## config.mk

```make
export PLATFORM = sky130hd
export DESIGN_NAME = pipeexe_md_flat
export DESIGN_NICKNAME = d
export VERILOG_FILES = /design/src/rtl/pipeexe_md_if.sv /design/src/rtl/pipeexe_md.sv /design/src/flat_wrapper.sv
export SDC_FILE = /design/constraint.sdc
export NUM_CORES = 1
export LEC_CHECK = 0
export ABC_AREA = 1
export CORE_ASPECT_RATIO = 1.5
export CORE_MARGIN = 10
export CORE_UTILIZATION = 45
export DETAILED_ROUTE_END_ITERATION = 10
export HOLD_SLACK_MARGIN = 0.05
export SLEW_MARGIN = 10
export SYNTH_ARGS = -nofsm -noshare
export SYNTH_HDL_FRONTEND = slang
export SYNTH_SLANG_ARGS = --single-unit
```

## constraint.sdc

```tcl
create_clock -name clock -period 5.2 [get_ports clock]
set_clock_uncertainty 0.15 [all_clocks]
set_input_delay 0.52 -clock clock [delete_from_list [all_inputs] [get_ports clock]]
set_output_delay 0.52 -clock clock [all_outputs]
set_load 0.01 [all_outputs]
```

## src/rtl/pipeexe_md_if.sv

```systemverilog
// EX-stage bundle: ALU/mul-div controls and operands in, EX result and stall out.
// Latency: not applicable (wires only). Backpressure: md_stall is the only hold-off signal.
// Ports: master = pipeline/ID side driving EX inputs; slave = pipeexe_md.
interface pipeexe_md_if;
  logic [3:0]  ealuc;
  logic [31:0] ea;
  logic [31:0] eb;
  logic [31:0] eimm;
  logic        ealuimm;
  logic        eshift;
  logic        ejal;
  logic [31:0] epc4;
  logic        emd_start;
  logic        emd_op;
  logic        emfhi;
  logic        emflo;
  logic [31:0] ealu;
  logic        ezero;
  logic        eoverflow;
  logic        md_stall;

  modport master (
    output ealuc, ea, eb, eimm, ealuimm, eshift, ejal, epc4,
    output emd_start, emd_op, emfhi, emflo,
    input  ealu, ezero, eoverflow, md_stall
  );

  modport slave (
    input  ealuc, ea, eb, eimm, ealuimm, eshift, ejal, epc4,
    input  emd_start, emd_op, emfhi, emflo,
    output ealu, ezero, eoverflow, md_stall
  );
endinterface

```

## src/rtl/pipeexe_md.sv

```systemverilog
// EX stage: combinational ALU plus iterative multu/divu unit with HI/LO registers.
// Latency: ALU/ealu 0 cycles; multu/divu stall 33 cycles, HI/LO valid in the following DONE cycle.
// Backpressure: md_stall freezes PC, IF/ID, ID/EX while a mul/div is started or in flight.
// Ports: clock, reset (sync, active-high); md = slave side of pipeexe_md_if
//   (ealuc/ea/eb/eimm/ealuimm/eshift/ejal/epc4/emd_* /emfhi/emflo in; ealu/ezero/eoverflow/md_stall out).
module pipeexe_md (
  input  logic        clock,
  input  logic        reset,
  pipeexe_md_if.slave md
);

  localparam logic [1:0] ST_IDLE = 2'd0;
  localparam logic [1:0] ST_BUSY = 2'd1;
  localparam logic [1:0] ST_DONE = 2'd2;

  logic [1:0]  state;
  logic [4:0]  cnt;
  logic [31:0] hi, lo;
  logic [31:0] md_d;      // multiplicand (multu) or divisor (divu)
  logic [31:0] acc_hi;    // partial product upper half / partial remainder
  logic [31:0] acc_lo;    // multiplier bits / dividend-then-quotient bits
  logic        md_div;

  // ---------------- ALU ----------------
  logic [31:0] a_in, b_in, sum, diff, alu_res, res;
  logic        alu_ovf;

  assign a_in = md.eshift  ? {27'b0, md.eimm[10:6]} : md.ea;
  assign b_in = md.ealuimm ? md.eimm : md.eb;
  assign sum  = a_in + b_in;
  assign diff = a_in - b_in;

  always_comb begin
    alu_res = 32'd0;
    alu_ovf = 1'b0;
    case (md.ealuc)
      4'b0000: begin
        alu_res = sum;
        alu_ovf = (a_in[31] == b_in[31]) && (sum[31] != a_in[31]);
      end
      4'b0001: begin
        alu_res = diff;
        alu_ovf = (a_in[31] != b_in[31]) && (diff[31] != a_in[31]);
      end
      4'b0010: alu_res = a_in & b_in;
      4'b0011: alu_res = a_in | b_in;
      4'b0100: alu_res = a_in ^ b_in;
      4'b0101: alu_res = {b_in[15:0], 16'h0000};
      4'b0110: alu_res = b_in << a_in[4:0];
      4'b0111: alu_res = b_in >> a_in[4:0];
      4'b1000: alu_res = $unsigned($signed(b_in) >>> a_in[4:0]);
      4'b1001: alu_res = {31'd0, $signed(a_in) < $signed(b_in)};
      4'b1010: alu_res = {31'd0, a_in < b_in};
      default: alu_res = 32'd0;
    endcase
  end

  always_comb begin
    if (md.ejal)       res = md.epc4 + 32'd4;
    else if (md.emfhi) res = hi;
    else if (md.emflo) res = lo;
    else               res = alu_res;
  end

  assign md.ealu      = res;
  assign md.ezero     = (res == 32'd0);
  assign md.eoverflow = alu_ovf;

  // An mfhi/mflo behind a pending start or in BUSY is already covered: both
  // cases stall regardless, and HI/LO are written on entry to DONE.
  assign md.md_stall = (state == ST_BUSY) || ((state == ST_IDLE) && md.emd_start);

  // ---------------- one mul/div iteration ----------------
  logic [32:0] mul_sum, r_sh, dsub;
  logic [31:0] nxt_hi, nxt_lo;

  assign mul_sum = {1'b0, acc_hi} + (acc_lo[0] ? {1'b0, md_d} : 33'd0);
  assign r_sh    = {acc_hi, acc_lo[31]};
  assign dsub    = r_sh - {1'b0, md_d};

  always_comb begin
    if (!md_div) begin
      // shift-add: carry drops into HI's MSB, product LSB shifts into LO
      nxt_hi = mul_sum[32:1];
      nxt_lo = {mul_sum[0], acc_lo[31:1]};
    end else if (!dsub[32]) begin
      // restoring: no borrow means the divisor fits, quotient bit 1
      nxt_hi = dsub[31:0];
      nxt_lo = {acc_lo[30:0], 1'b1};
    end else begin
      nxt_hi = r_sh[31:0];
      nxt_lo = {acc_lo[30:0], 1'b0};
    end
  end

  always_ff @(posedge clock) begin
    if (reset) begin
      state  <= ST_IDLE;
      cnt    <= 5'd0;
      hi     <= 32'd0;
      lo     <= 32'd0;
      md_d   <= 32'd0;
      acc_hi <= 32'd0;
      acc_lo <= 32'd0;
      md_div <= 1'b0;
    end else begin
      case (state)
        ST_IDLE: begin
          if (md.emd_start) begin
            md_div <= md.emd_op;
            md_d   <= md.emd_op ? md.eb : md.ea;
            acc_lo <= md.emd_op ? md.ea : md.eb;
            acc_hi <= 32'd0;
            cnt    <= 5'd0;
            state  <= ST_BUSY;
          end
        end
        ST_BUSY: begin
          acc_hi <= nxt_hi;
          acc_lo <= nxt_lo;
          cnt    <= cnt + 5'd1;
          if (cnt == 5'd31) begin
            hi    <= nxt_hi;
            lo    <= nxt_lo;
            state <= ST_DONE;
          end
        end
        ST_DONE: state <= ST_IDLE;  // emd_start here is the finishing instruction
        default: state <= ST_IDLE;
      endcase
    end
  end

endmodule

```

## src/flat_wrapper.sv

```systemverilog
// flat-port wrapper written by rule: the top's interface ports become plain ports
module pipeexe_md_flat 
  (clock, reset, md_ealuc, md_ea, md_eb, md_eimm, md_ealuimm, md_eshift, md_ejal, md_epc4, md_emd_start, md_emd_op, md_emfhi, md_emflo, md_ealu, md_ezero, md_eoverflow, md_md_stall);
  pipeexe_md_if md_i ();
  input  logic clock;
  input  logic reset;
  input wire logic [$bits(md_i.ealuc)-1:0] md_ealuc;
  input wire logic [$bits(md_i.ea)-1:0] md_ea;
  input wire logic [$bits(md_i.eb)-1:0] md_eb;
  input wire logic [$bits(md_i.eimm)-1:0] md_eimm;
  input wire logic [$bits(md_i.ealuimm)-1:0] md_ealuimm;
  input wire logic [$bits(md_i.eshift)-1:0] md_eshift;
  input wire logic [$bits(md_i.ejal)-1:0] md_ejal;
  input wire logic [$bits(md_i.epc4)-1:0] md_epc4;
  input wire logic [$bits(md_i.emd_start)-1:0] md_emd_start;
  input wire logic [$bits(md_i.emd_op)-1:0] md_emd_op;
  input wire logic [$bits(md_i.emfhi)-1:0] md_emfhi;
  input wire logic [$bits(md_i.emflo)-1:0] md_emflo;
  output wire logic [$bits(md_i.ealu)-1:0] md_ealu;
  output wire logic [$bits(md_i.ezero)-1:0] md_ezero;
  output wire logic [$bits(md_i.eoverflow)-1:0] md_eoverflow;
  output wire logic [$bits(md_i.md_stall)-1:0] md_md_stall;
  assign md_i.ealuc = md_ealuc;
  assign md_i.ea = md_ea;
  assign md_i.eb = md_eb;
  assign md_i.eimm = md_eimm;
  assign md_i.ealuimm = md_ealuimm;
  assign md_i.eshift = md_eshift;
  assign md_i.ejal = md_ejal;
  assign md_i.epc4 = md_epc4;
  assign md_i.emd_start = md_emd_start;
  assign md_i.emd_op = md_emd_op;
  assign md_i.emfhi = md_emfhi;
  assign md_i.emflo = md_emflo;
  assign md_ealu = md_i.ealu;
  assign md_ezero = md_i.ezero;
  assign md_eoverflow = md_i.eoverflow;
  assign md_md_stall = md_i.md_stall;
  pipeexe_md u_core (.clock(clock), .reset(reset), .md(md_i));
endmodule
```

* Yosys cells after proc, flatten, opt, wreduce, memory -nomap -nowiden *
Cells that the tools add are included.

operators by class
  reductions and logical operators = 12
  shift operators = 3
  order comparisons = 2
  equal/unequal tests = 18
  bitwise gates (word level) = 3
  add/subtract/negate cells = 6
  multiplexer cells = 23

operator list
  kind                     count
  $mux W32                 13
  $pmux W32 S11            1
  $pmux W32 S2             2
  $lt A32 B32 Y1           2
  $add A32 B33 Y33         1
  $sub A33 B32 Y33         1
  $add A32 B3 Y32 const B  1
  $add A32 B32 Y32         1
  $and A32 B32 Y32         1
  $logic_not A32 Y1        1
  $or A32 B32 Y32          1
  $shl A32 B5 Y32          1
  $shr A32 B5 Y32          1
  $sshr A32 B5 Y32         1
  $sub A32 B32 Y32         1
  $xor A32 B32 Y32         1
  $eq A4 B3 Y1 const B     4
  $eq A4 B4 Y1 const B     3
  $pmux W5 S2              1
  $eq A4 B2 Y1 const B     2
  $reduce_and A2 Y1        4
  $add A5 B1 Y5 const B    1
  $eq A5 B5 Y1 const B     1
  $mux W5                  1
  14 further kinds         20

word-level totals
  bits in registers = 168
  input port bits = 141

* Depth between registers and ports, before layout *
  depth after elaboration = 7
  mapped depth = 30

* Worst setup path before layout *
OpenSTA, ideal clock, no wires.

  kind = input port to output port
  start point = in md_ealuimm
  end point = out md_ezero
  required time = 4.530 ns
  arrival time = 3.541 ns
  slack = 0.989 ns
  cell stages on the path = 24
  buffers on the path = 2
  cell sequence = buf_4 -> buf_6 -> o21ai_0 -> ha_1 -> inv_1 -> fa_1 -> nand2_1 -> nand3_1 -> nand2_1 -> o21ai_0 -> or2_2 -> nand3_1 -> nand2_1 -> a31oi_1 -> nand2_1 -> nand2_1 -> nand2_1 -> nand2_1 -> nand2_1 -> nor2_1 -> nand2_1 -> nor2_1 -> nand2_1 -> nor2_1

between the ends
  cells in the longest elaborated chain, start to end = 7

ends and longest elaborated chain
  item                                      RTL line            source
  start, declared                           flat_wrapper.sv:11  input wire logic [$bits(md_i.ealuimm)-1:0] md_ealuimm;
  $mux W32 (*)                              pipeexe_md.sv:29    assign b_in = md.ealuimm ? md.eimm : md.eb;
  $sub A32 B32 Y32 (tied with other cells)  pipeexe_md.sv:31    assign diff = a_in - b_in;
  $pmux W32 S11 (*)                         pipeexe_md.sv:36    case (md.ealuc)
  $mux W32 (*)                              pipeexe_md.sv:61    else if (md.emflo) res = lo;
  $mux W32 (*)                              pipeexe_md.sv:60    else if (md.emfhi) res = hi;
  $mux W32 (*)                              pipeexe_md.sv:59    if (md.ejal) res = md.epc4 + 32'd4;
  named net md_ealu[8]                      flat_wrapper.sv:19  output wire logic [$bits(md_i.ealu)-1:0] md_ealu;
  $logic_not A32 Y1 (*)                     pipeexe_md.sv:66    assign md.ezero = (res == 32'd0);
  end, declared                             flat_wrapper.sv:20  output wire logic [$bits(md_i.ezero)-1:0] md_ezero;

Mark *: on every way through the listed nets, which the timed path passes. The rest lies on a longest branch.

* Worst setup path after layout *
  start point = in md_ea[1]
  end point = out md_ezero

between the ends
  cells in the longest elaborated chain, start to end = 7

ends and longest elaborated chain
  item                                      RTL line           source
  start, declared                           flat_wrapper.sv:8  input wire logic [$bits(md_i.ea)-1:0] md_ea;
  $mux W32 (*)                              pipeexe_md.sv:28   assign a_in = md.eshift ? {27'b0, md.eimm[10:6]} : md.ea;
  $sub A32 B32 Y32 (tied with other cells)  pipeexe_md.sv:31
  $pmux W32 S11 (*)                         pipeexe_md.sv:36
  $mux W32 (*)                              pipeexe_md.sv:61
  $mux W32 (*)                              pipeexe_md.sv:60
  $mux W32 (*)                              pipeexe_md.sv:59
  $logic_not A32 Y1 (*)                     pipeexe_md.sv:66

Every way passes the cells marked *; elsewhere a longest branch is shown, timed or not.

==> impl_metrics.toml <==
[global_route]
grt_pass1_wl_um = 203000
globalRouteOverflowTotal = 0
gr-usage-all-layers_pct = 44.2
maximum_number_of_pins_on_one_net_before_global_route_repair = 81
grt_antenna_before_repair = 11
vias_in_the_first_global_route = 32100

[yosys]
synth_fp_nets = 4679
number_of_flops_mapped_to_enable_cells_by_yosys = 0
yosysSeqAreaShare_pct = 14.3
ys_warn_count = 0
synth-async-reset-ratio_pct = 0
yosys.cell_types.count = 49
syn_avg_cell_area_um2 = 5.40
syn_inst = 4371
total_of_flip_flops_plus_latches_after_synthesis = 168
syn_area_um2 = 23600
synthFlopType = "dfxtp_1"

[die]
die-area_um2 = 62200
die_wd_um = 207
start_util_pct = 45.5
die_y_um = 300
io_pins = 176
floorplan.rows = 102
core_area_um2 = 51800

[timing]
timing.final.hold_violations = 0
setup_violators_final = 1
worst_hold_slack_ns = 0.325
rsz0062_at_grt = "true"
final-max-slew-violation-count = 0
timing.slew.headroom_pct = 24.8
total_negative_setup_slack_ns = -0.0785
max_slew.worst_pin.slew_ns = 1.12
clock.fmax_ghz = 0.189
layout_worst_path_cycle_share_pct = 102
finalWorstSetupSlack_ns = -0.0785
period_minus_slack_ns = 5.28

[placed_design]
placement.io_buffers = 175
dpl.hpwl_um = 114000
dpl.cell_count = 5596
dpl_cell_area_um2 = 29800
detailedPlace.worstSlack_ns = -0.594
gp_congestion = 1.14

[outcome]
status = "complete, but fails checks"
failed_checks = "negative setup slack"

[worst_setup_path]
cp_common_cell = "nand2_1"
worst-path-stages = 23
setup.worst_path.start_class = "input port"
worst-path-max-fanout = 21
cp.buffers_inverters = 7
crit_type = "input port to output pin"
worst_setup_path_end_kind = "output pin"
critPathArrivalTime_ns = 4.61
cp_top_family = "simple AND/OR/NAND/NOR gates"
path_cells = "clkdlybuf4s50_1, inv_2, o21ai_4, inv_2, buf_4, buf_4, nor2_2, buf_4, nand3_1, nand4_1, nand3_1, nand2_1, nand4_1, nand2_1, nand2_1, nand2_1, nand2_1, nor2_1, nand2_1, nor2_1, nand2_1, nor2_2, clkdlybuf4s15_2"
ff2ff_path_depth = 16
critPathMaxStageDelay_ns = 0.57
timing.critical_path.slowest_stage_cell = "clkdlybuf4s50_1"
timing.critical_path.required_ns = 4.53

[worst_hold_path]
holdPathStages = 2
hp-class = "flop to flop"

[drt]
drc = 0
via_count = 33300
dr.first_iter.drc_count = 3805
dr.pass1.iters = 7
routed_wl_um = 140000
vias_per_cell = 5.91
route.detailed.wl_per_inst_um = 24.9
final_antenna_net_count = 0

[job]
timing.max_cap.violations = 0

[clocking]
cts_inserted_buffers = 17
cts.reportedPaths.clkPinSlew_ns = 0.07
cts_tree = "done"
root_buffer = "clkbuf_16"
worst_skew_pair.late_latency_ns = 0.46
htree_levels = 4
clkSinkCount = 168
cts_buffer_depth = 2

[finish]
final_nets = 5250
post_route_cells_drive_above_1_share_pct = 15.6
area_growth_syn_to_layout_pct = 30.5
fin_area_um2 = 30800
instances_no_fill = 5636
final_util_pct = 59.4

[power_and_ir_drop]
pwr_total_mw = 6.18
vdd_drop_max_v = 0.000278
power_density_nw_per_um2 = 201
leakage_nw = 15.9
[where the power goes]
group	internal, mW	switching (mW)
logic	1.25	2.19
registers	1.35	0.0686
clock network	0.753	0.579
total	3.35	2.84
[cells in the mapped netlist, types with 2 or more instances]
master | number | share of area [%]
a21o_1 | 19 | 0.60
dfxtp_1 | 168 | 14
a221oi_1 | 7 | 0.26
clkbuf_1 | 126 | 2.0
nor4_1 | 10 | 0.27
and3_1 | 2 | 0.053
o211ai_1 | 66 | 2.1
xnor2_1 | 13 | 0.48
nor2_1 | 347 | 5.5
o21ai_0 | 306 | 6.5
a21boi_1 | 2 | 0.064
a31oi_1 | 41 | 1.1
o21a_1 | 3 | 0.095
o21ai_1 | 18 | 0.38
nand3_1 | 535 | 11
buf_1 | 22 | 0.35
nor2_2 | 2 | 0.053
inv_1 | 537 | 8.5
a211oi_1 | 3 | 0.095
or2_2 | 14 | 0.37
o22ai_1 | 35 | 0.93
nand3b_1 | 9 | 0.29
o21bai_1 | 20 | 0.64
nor3b_1 | 2 | 0.064
xor2_1 | 25 | 0.93
nor3_1 | 39 | 0.83
inv_2 | 8 | 0.13
ha_1 | 163 | 8.6
buf_4 | 9 | 0.29
nand4_1 | 43 | 1.1
o221ai_1 | 14 | 0.52
and2_1 | 2 | 0.053
a21oi_1 | 317 | 6.7
buf_2 | 43 | 0.91
nand2_2 | 21 | 0.56
buf_6 | 12 | 0.57
nand2_4 | 2 | 0.095
a21boi_0 | 2 | 0.064
clkinv_1 | 5 | 0.080
o31ai_1 | 2 | 0.064
fa_1 | 4 | 0.34
nand2_1 | 1346 | 21
[final cells by class]
class / instances / area, um^2
Fill cell: 5447 / 21000
Multi-Input combinational cell: 3441 / 17600
Timing Repair Buffer: 764 / 6300
Sequential cell: 168 / 3360
Inverter: 550 / 2070
Tap cell: 676 / 846
Clock buffer: 19 / 433
Clock inverter: 10 / 148
Antenna cell: 8 / 20.0
[layout by cell type (no fill, tap or decap), types with 153 or more instances in the layout]
cell type,count
buf_4,575
ha_1,153
nand2_1,1322
clkdlybuf4s50_1,164
dfxtp_1,167
o21ai_0,295
nand3_1,530
a21oi_1,301
nor2_1,319
inv_1,532
[final timing paths]
kind	start	to	slack [ns]
worst min register to register	u_core.cnt[4]	u_core.cnt[4]	0.32
worst max register to register	u_core.acc_lo[0]	u_core.acc_hi[17]	1.09
worst max-delay path	md_ea[1]	md_ezero	-0.08
worst min-delay path	u_core.cnt[4]	u_core.cnt[4]	0.32
[cell families after synthesis]
| kind of cell | synth area share (%) |
|---|---|
| AOI/OAI and AO/OA | 20.4 |
| xor gates and xnor gates | 1.41 |
| adders and majority gates | 8.98 |
| buffers and inverters | 12.9 |
| DFF | 14.3 |
| and+or+nand+nor | 42.1 |
[tightest hold or removal path, cell delays in order, from the launching register on]
cell	delay, ns
dfxtp_1	0.32
nand2_1	0.06
a21oi_1	0.05
[state kept, by name (all words and copies together), names as in the netlist]
signal / flops
u_core.hi: 32
u_core.lo: 32
u_core.acc_lo: 32
u_core.state: 2
u_core.md_d: 32
u_core.acc_hi: 32
u_core.md_div: 1
u_core.cnt: 5
[layer usage]
metal	up-vias	share of wire (%)	GRT usage, %
li1	15500	-	-
met1	15000	32	42.3
met2	1992	47	74.4
met3	801	8.1	9.56
met4	8	13	46.5
met5	-	0.041	0.406
[repair_timing]
action,CTS,global route
pin swaps,0,7
hold buffers,0,0
setup endpoints to repair,6,27
gates resized for setup,29,93
buffers inserted,0,3
endpoints found under the hold margin,0,0
gates cloned,0,0
No activity file was read; power rests on OpenSTA's default activity.
